--- config.mk ---
export PLATFORM = sky130hd
export DESIGN_NAME = tick_scheduler
export DESIGN_NICKNAME = d
export VERILOG_FILES = /design/src/rtl/tick_scheduler.sv
export SDC_FILE = /design/constraint.sdc
export NUM_CORES = 1
export LEC_CHECK = 0
export ABC_AREA = 1
export BUFFER_PORTS_ARGS = -buffer_cell sky130_fd_sc_hd__buf_2
export CELL_PAD_IN_SITES_DETAIL_PLACEMENT = 0
export CELL_PAD_IN_SITES_GLOBAL_PLACEMENT = 2
export CORE_MARGIN = 4
export CORE_UTILIZATION = 25
export CTS_BUF_LIST = sky130_fd_sc_hd__clkbuf_8
export DETAILED_ROUTE_END_ITERATION = 16
export GPL_TIMING_DRIVEN = 0
export PLACE_DENSITY = 0.59
export SLEW_MARGIN = 10
export SYNTH_ARGS = -nofsm -noshare
export SYNTH_HDL_FRONTEND = slang
export SYNTH_SLANG_ARGS = --single-unit
--- constraint.sdc ---
create_clock -name clk -period 2.15 [get_ports clk]
set_clock_uncertainty 0.05 [all_clocks]
set_input_delay 0.1075 -clock clk [delete_from_list [all_inputs] [get_ports clk]]
set_output_delay 0.1075 -clock clk [all_outputs]
set_load 0.005 [all_outputs]
--- src/rtl/tick_scheduler.sv ---
// Two-channel tick generator: divide counters, start/stop/align sequencing, and
// pending divisor writes. Optional tick counters are enabled by TICK_SCHEDULER_TICKCNT_EN.
module tick_scheduler #(
  parameter int          CNT_W        = 24,
  parameter int unsigned DIV1_DEFAULT = 10000000,
  parameter int unsigned DIV2_DEFAULT = 2000000
) (
  input  logic             clk,
  input  logic             reset_n,
  input  logic             run,
  input  logic             cfg_valid,
  input  logic             cfg_sel,
  input  logic [CNT_W-1:0] cfg_div,
  output logic             cfg_ready,
  output logic             tick_1,
  output logic             tick_2,
  output logic             slw_clk_1,
  output logic             slw_clk_2,
  output logic             busy
`ifdef TICK_SCHEDULER_TICKCNT_EN
  ,
  output logic [7:0]       tick_cnt_1,
  output logic [7:0]       tick_cnt_2
`endif
);

  typedef enum logic [1:0] {
    STOPPED = 2'd0,
    ALIGN   = 2'd1,
    RUNNING = 2'd2
  } state_t;

  state_t state_q, state_d;

  logic [1:0][CNT_W-1:0] cnt_q, cnt_d;
  logic [1:0][CNT_W-1:0] div_act_q, div_act_d;
  logic [1:0][CNT_W-1:0] div_pend_q, div_pend_d;
  logic [1:0][CNT_W-1:0] div_default;
  logic [1:0]            pend_q, pend_d;
  logic [1:0]            tick_q, tick_d;
  logic [1:0]            slw_q, slw_d;
  logic [1:0]            accept;
  logic                  busy_q, busy_d;

  assign div_default[0] = CNT_W'(DIV1_DEFAULT);
  assign div_default[1] = CNT_W'(DIV2_DEFAULT);

  // A channel only accepts a new divisor once its previous one has been applied.
  assign cfg_ready = ~pend_q[cfg_sel];
  assign accept[0] = cfg_valid & ~cfg_sel & ~pend_q[0];
  assign accept[1] = cfg_valid &  cfg_sel & ~pend_q[1];

  always_comb begin
    state_d    = state_q;
    cnt_d      = cnt_q;
    div_act_d  = div_act_q;
    div_pend_d = div_pend_q;
    pend_d     = pend_q;
    tick_d     = '0;
    slw_d      = slw_q;

    case (state_q)
      STOPPED: if (run) state_d = ALIGN;
      ALIGN:   state_d = run ? RUNNING : STOPPED;
      RUNNING: if (!run) state_d = STOPPED;
      default: state_d = STOPPED;
    endcase

    for (int i = 0; i < 2; i++) begin
      case (state_q)
        STOPPED, ALIGN: begin
          if (state_q == ALIGN) begin
            cnt_d[i] = '0;
            slw_d[i] = 1'b0;
          end
          if (pend_q[i]) begin
            div_act_d[i] = div_pend_q[i];
            cnt_d[i]     = '0;
            pend_d[i]    = 1'b0;
          end
        end
        RUNNING: begin
          // Dropping run freezes the counter on this edge, so no wrap happens.
          if (run) begin
            if (cnt_q[i] == div_act_q[i]) begin
              cnt_d[i]  = '0;
              tick_d[i] = 1'b1;
              slw_d[i]  = ~slw_q[i];
              if (pend_q[i]) begin
                div_act_d[i] = div_pend_q[i];
                pend_d[i]    = 1'b0;
              end
            end else begin
              cnt_d[i] = cnt_q[i] + CNT_W'(1);
            end
          end
        end
        default: ;
      endcase

      if (accept[i]) begin
        div_pend_d[i] = cfg_div;
        pend_d[i]     = 1'b1;
      end
    end

    busy_d = (state_d != STOPPED) | (|pend_d);
  end

  always_ff @(posedge clk) begin
    if (!reset_n) begin
      state_q    <= STOPPED;
      cnt_q      <= '0;
      div_act_q  <= div_default;
      div_pend_q <= div_default;
      pend_q     <= '0;
      tick_q     <= '0;
      slw_q      <= '0;
      busy_q     <= 1'b0;
    end else begin
      state_q    <= state_d;
      cnt_q      <= cnt_d;
      div_act_q  <= div_act_d;
      div_pend_q <= div_pend_d;
      pend_q     <= pend_d;
      tick_q     <= tick_d;
      slw_q      <= slw_d;
      busy_q     <= busy_d;
    end
  end

  assign tick_1    = tick_q[0];
  assign tick_2    = tick_q[1];
  assign slw_clk_1 = slw_q[0];
  assign slw_clk_2 = slw_q[1];
  assign busy      = busy_q;

`ifdef TICK_SCHEDULER_TICKCNT_EN
  logic [1:0][7:0] tick_cnt_q, tick_cnt_d;

  always_comb begin
    tick_cnt_d = tick_cnt_q;
    for (int i = 0; i < 2; i++) begin
      if (tick_d[i]) tick_cnt_d[i] = tick_cnt_q[i] + 8'd1;
    end
  end

  always_ff @(posedge clk) begin
    if (!reset_n) tick_cnt_q <= '0;
    else          tick_cnt_q <= tick_cnt_d;
  end

  assign tick_cnt_1 = tick_cnt_q[0];
  assign tick_cnt_2 = tick_cnt_q[1];
`endif

endmodule
Yosys cells after proc, flatten, opt, wreduce, memory -nomap -nowiden
Index checks and enable logic that the tools add are counted.
{"block": "classes", "n_addsub": 2, "n_lt_le_gt_ge": 1, "n_eq_ne": 10, "mux": 40, "n_bitwise": 11, "n_reduce_logical": 12}
{"operator": "24-bit two-way mux", "count": 13}
{"operator": "24-bit case mux with 2 select lines", "count": 4}
{"operator": "24-bit by 1-bit adder with 24-bit output (second input constant)", "count": 2}
{"operator": "24-bit == test", "count": 2}
{"operator": "1-bit two-way mux", "count": 15}
{"operator": "3-bit AND reduction", "count": 5}
{"operator": "2-bit inequality test (second input constant)", "count": 4}
{"operator": "1-bit case mux with 2 select lines", "count": 4}
{"operator": "4-bit AND reduction", "count": 2}
{"operator": "2-bit two-way mux", "count": 3}
{"operator": "3-bit inequality test (second input constant)", "count": 2}
{"operator": "1-bit inverter", "count": 6}
{"operator": "2-bit case mux with 3 select lines", "count": 1}
{"operator": "1-bit AND", "count": 4}
{"operator": "2-bit nonzero test", "count": 2}
{"operator": "2-bit OR reduction", "count": 2}
{"operator": "2-bit by 1-bit == test with 1-bit output (second input constant)", "count": 1}
{"operator": "2-bit == test (second input constant)", "count": 1}
{"operator": "2-bit zero test", "count": 1}
{"operator": "1-bit by 2-bit < comparator with 1-bit output (second input constant)", "count": 1}
{"operator": "1-bit bitwise OR", "count": 1}
{"block": "word_totals", "ff_bits": 153, "in_bits": 29, "wordCells": 88}

Longest topological paths before layout
{"block": "depth", "ltp_word": 7, "ltp_mapped": 13}

Least setup slack after synthesis
No wires, ideal clock.
{"block": "synth_path", "path_type": "reg2reg", "startpoint": "register cnt_q[2] in the netlist's numbering", "endpoint": "register cnt_q[5] in the netlist's numbering", "setup_ns": 0.132, "t_arrival_ns": 1.446, "path_slack_ns": 0.522, "stages_incl_launch_ff": 12, "path_cell_list": "dfxtp_1 > xnor2_1 > nand2_1 > nor2_1 > nand2_1 > nor2_1 > nand2_1 > nand2_2 > nand2_1 > nand2_1 > buf_4 > nor3_1"}
{"block": "synth_between", "elab_chain_len": 4, "word_cells_on_any_way": 5, "classes_between": "add/sub (1); eq/ne (1); mux (3)"}
{"element": "from (decl)", "line": "35", "source": "logic [1:0][CNT_W-1:0] cnt_q, cnt_d;"}
{"element": "from (signal assigned)", "line": "122", "source": "cnt_q <= cnt_d;"}
{"element": "24-bit by 1-bit adder with 24-bit output / 24-bit == test (equally long branches)", "line": "94, 85"}
{"element": "24-bit two-way mux (*)", "line": "85", "source": "if (cnt_q[i] == div_act_q[i]) begin"}
{"element": "24-bit two-way mux (*)", "line": "84", "source": "if (run) begin"}
{"element": "24-bit case mux with 2 select lines (*)", "line": "70", "source": "case (state_q)"}
Every way passes the cells marked *; elsewhere a longest branch is shown, timed or not. The select of a mux whose other input is x is not followed.
A chain may end at the register's enable or synchronous reset.

Worst setup path in the final report
{"block": "layout_path", "startpoint": "register state_q[0]", "endpoint": "register cnt_q[45] in the netlist's numbering"}
{"block": "layout_between", "elab_chain_len": 4, "word_cells_on_any_way": 9, "classes_between": "eq/ne (4); mux (1); reduce/logical (4)"}
{"element": "from (decl)", "line": "33", "source": "state_t state_q, state_d;"}
{"element": "from (signal assigned)", "line": "121", "source": "state_q <= state_d;"}
{"element": "2-bit by 1-bit == test with 1-bit output / 2-bit zero test (equally long branches)", "line": "70, 72"}
{"element": "2-bit OR reduction", "line": "70"}
{"element": "3-bit inequality test (no line) / 2-bit nonzero test (equally long branches)"}
{"element": "3-bit AND reduction (no line)"}
Several ways; a longest one is shown, not always the timed one.

==> impl_metrics.csv <==
group,metric,value,unit
route,drtIter0Drc,283,
synth,async_flop_share,0,%
synth,syn_area,6980,sq um
synth,syn_nets,993,
finish,n_antenna_cell,0,
worst_setup_path,cp_slowest_cell,"dfxtp_1",
route,wl_per_cell,14.5,microns
global_routing,grt_pass1_vias,6078,
timing,tightest_slew,0.724,ns
worst_setup_path,cp_max_fo,10,
synth,synthSimpleGateAreaFrac,33.1,%
hold_path,hold_end,"cnt_q[10]",
hold_path,hold_depth,3,
global_routing,antenna_found_initial,0,
synth,synth_edf_count,0,
worst_setup_path,cp.depth,9,
timing,fmax,504,MHz
worst_setup_path,worstPathCellList,"nor2_4, nor2_8, nor2_4, nor2_8, inv_2, buf_4, nand3_1, xor2_1, nor2_1",
placed_design,place_inst,1367,
route,drcViolationCount,0,
timing,whs,0.0195,ns
timing,final_hold_viol_count,0,
clock_network,cts_tree,"yes",
die,rows,60,
pwr,power,0.00588,W
placed_design,hpwl,16000,microns
synth,avgSynthCellArea,7.25,sq um
timing,fin_setup_tns,0,ns
job,cap_violations,0,
placed_design,gp_congestion,0.734,
clock_network,insertion_delay,0.46,ns
route,ant_nets,0,
timing,maxSlewViolCount,0,
synth,ys_warn_count,0,
synth,synth_compound_area_share,7.19,%
clock_network,clock-sinks,153,
synth,synthMuxAreaShare,0.143,%
global_routing,gr-total-overflow,0,
pwr,leakagePower,3.29,nW
synth,yosysSeqAreaShare,43.9,%
timing,rsz0062_at_grt,"no",
worst_setup_path,rr_worst_depth,9,
hold_path,hp-class,"input port to flip-flop",
clock_network,path_clk_slew,0.09,ns
finish,area_growth_syn_to_layout,20.4,%
hold_path,hp-start,"reset_n",
synth,synthFlopType,"dfxtp_1",
die,ios,35,
die,die_area,30600,sq um
worst_setup_path,rrSetupSlack,0.17,ns
clock_network,cts_buffers,17,
clock_network,cts_root_buf,"clkbuf_8",
synth,synth_top_family_by_area,"simple AND/OR/NAND/NOR gates",
synth,synthXorXnorAreaFrac,8.41,%
timing,slew-limit-headroom,51.8,%
worst_setup_path,crit_family,"simple AND/OR/NAND/NOR gates",
outcome,status,"finished, final reports clean",
worst_setup_path,crit_type,"flip-flop to flip-flop",
finish,drive_gt1_share,13.2,%
finish,fin_nets,1080,
global_routing,grt_pass1_wl,33600,microns
pwr,ir_drop,0.261,mV
die,die-width,175,microns
synth,netlist_instances,962,
synth,synthAdderAreaFrac,0.359,%
synth,synth-seq-cells,153,
worst_setup_path,max_stage_delay,0.40,ns
synth,synth.distinct_cells,38,
route,drt_first_pass_iters,4,
die,core,27200,sq um
worst_setup_path,critPathCaptureType,"flip-flop",
worst_setup_path,timing.rr.start,"state_q[0]",
finish,layout_commonest_cell,"nand2_1",
global_routing,grt_max_degree,17,
worst_setup_path,start_kind,"flip-flop",
timing,fin_crit_sh,92.2,%
timing,min_period,1.98,ns
worst_setup_path,path_buf_inv,2,
route,drt_wl_total,20800,microns
clock_network,h-tree-depth,4,
timing,setup_viol,0,
route,vias,6116,
placed_design,portBuffers,33,
worst_setup_path,cp.arrival,2.27,ns
worst_setup_path,cp.required,2.44,ns
worst_setup_path,r2r_end,"cnt_q[45]",
finish,instances_no_fill,1433,
global_routing,grtUsageTotal,14.0,%
pwr,pwr_density_cell,699,nW/um^2
die,initial_core_util,25.7,%
route,vias_per_cell,4.27,
finish,mostFrequentLayoutCells,"nand2_1, dfxtp_1, nor2_1",
die,fp.dieH,175,microns
clock_network,cts_buffer_depth,2,
## layer usage
layer  GRT usage (%)  vias up  share of wire (%)
met3            2.29       11                2.7
met2            20.2       71                 40
met4            3.93        0                1.0
met1            21.3     2780                 56
met5               0        -                  0
li1                -     3254                  -
## where the power goes
part / switching [W] / leakage, nW / total (W) / internal [W]
combinational: 0.000372 / 1.85 / 0.000613 / 0.000241
sequential: 0.0000741 / 1.25 / 0.00302 / 0.00295
clock: 0.00116 / 0.183 / 0.00224 / 0.00108
total: 0.00161 / 3.29 / 0.00588 / 0.00427
## flip-flops by register name, summed over array words and instances, names as in the netlist
register and flops:
div_pend_q 48, slw_q 2, busy 1, cnt_q 48, pend_q 2, tick_q 2
div_act_q 48, state_q 2
## worst min-delay path, stage by stage
cell and delay [ns]:
buf_2 0.17, nand2_2 0.14, nor3_1 0.05
## Yosys cell counts (10+ instances only)
library cell	count	area (sq um)
nand2_1	220	826
xor2_1	30	263
nand4_1	12	75.1
clkbuf_1	21	78.8
xnor2_1	37	324
inv_1	70	263
nor2_1	142	533
buf_2	10	50.1
a21oi_1	56	280
o21ai_0	37	185
nand3_1	98	490
nor3_1	17	85.1
dfxtp_1	153	3060
## repair_timing
item	CTS	global route
endpoints found under the hold margin	51	0
hold buffers	25	0
setup buffers	0	10
pin swaps	0	1
endpoints found under the setup margin	76	86
gates resized for setup	7	23
## area by class of cell
class                      count  area, sq um
fill                        3095        18800
multi-input combinational    691         3470
sequential                   153         3080
timing repair buffer          68          503
tap                          372          465
inverter                      76          288
clock buffer                  19          262
buffer                        42          213
clock inverter                12          128
## per-stage QoR
step	util, %	worst slack (ns)	area, sq um
after floorplan	-	0.522	6980
after global placement	28.0	-0.133	7610
after detailed placement	28.0	-0.0851	7610
after CTS	30.4	0.00950	8270
after global routing	30.9	0.00389	8400
final	30.9	0.168	8400
## cell families after synthesis
logic type | count (synthesis)
xor+xnor | 67
compound gates | 97
buf+inv | 118
mux | 1
simple gates | 524
flops | 153
fa+ha+maj | 2
## how the worst max path moves through the flow
stage	slack (ns)	end	start
after CTS	0.01	div_act_q[40]	cnt_q[43]
after floorplan	0.52	cnt_q[5]	cnt_q[2]
final	0.17	cnt_q[45]	state_q[0]
after detailed placement	-0.09	cnt_q[5]	cnt_q[18]
after global placement	-0.13	cnt_q[5]	cnt_q[17]
after global routing	0.004	cnt_q[39]	state_q[0]
No activity file was read; power rests on OpenSTA's default activity.
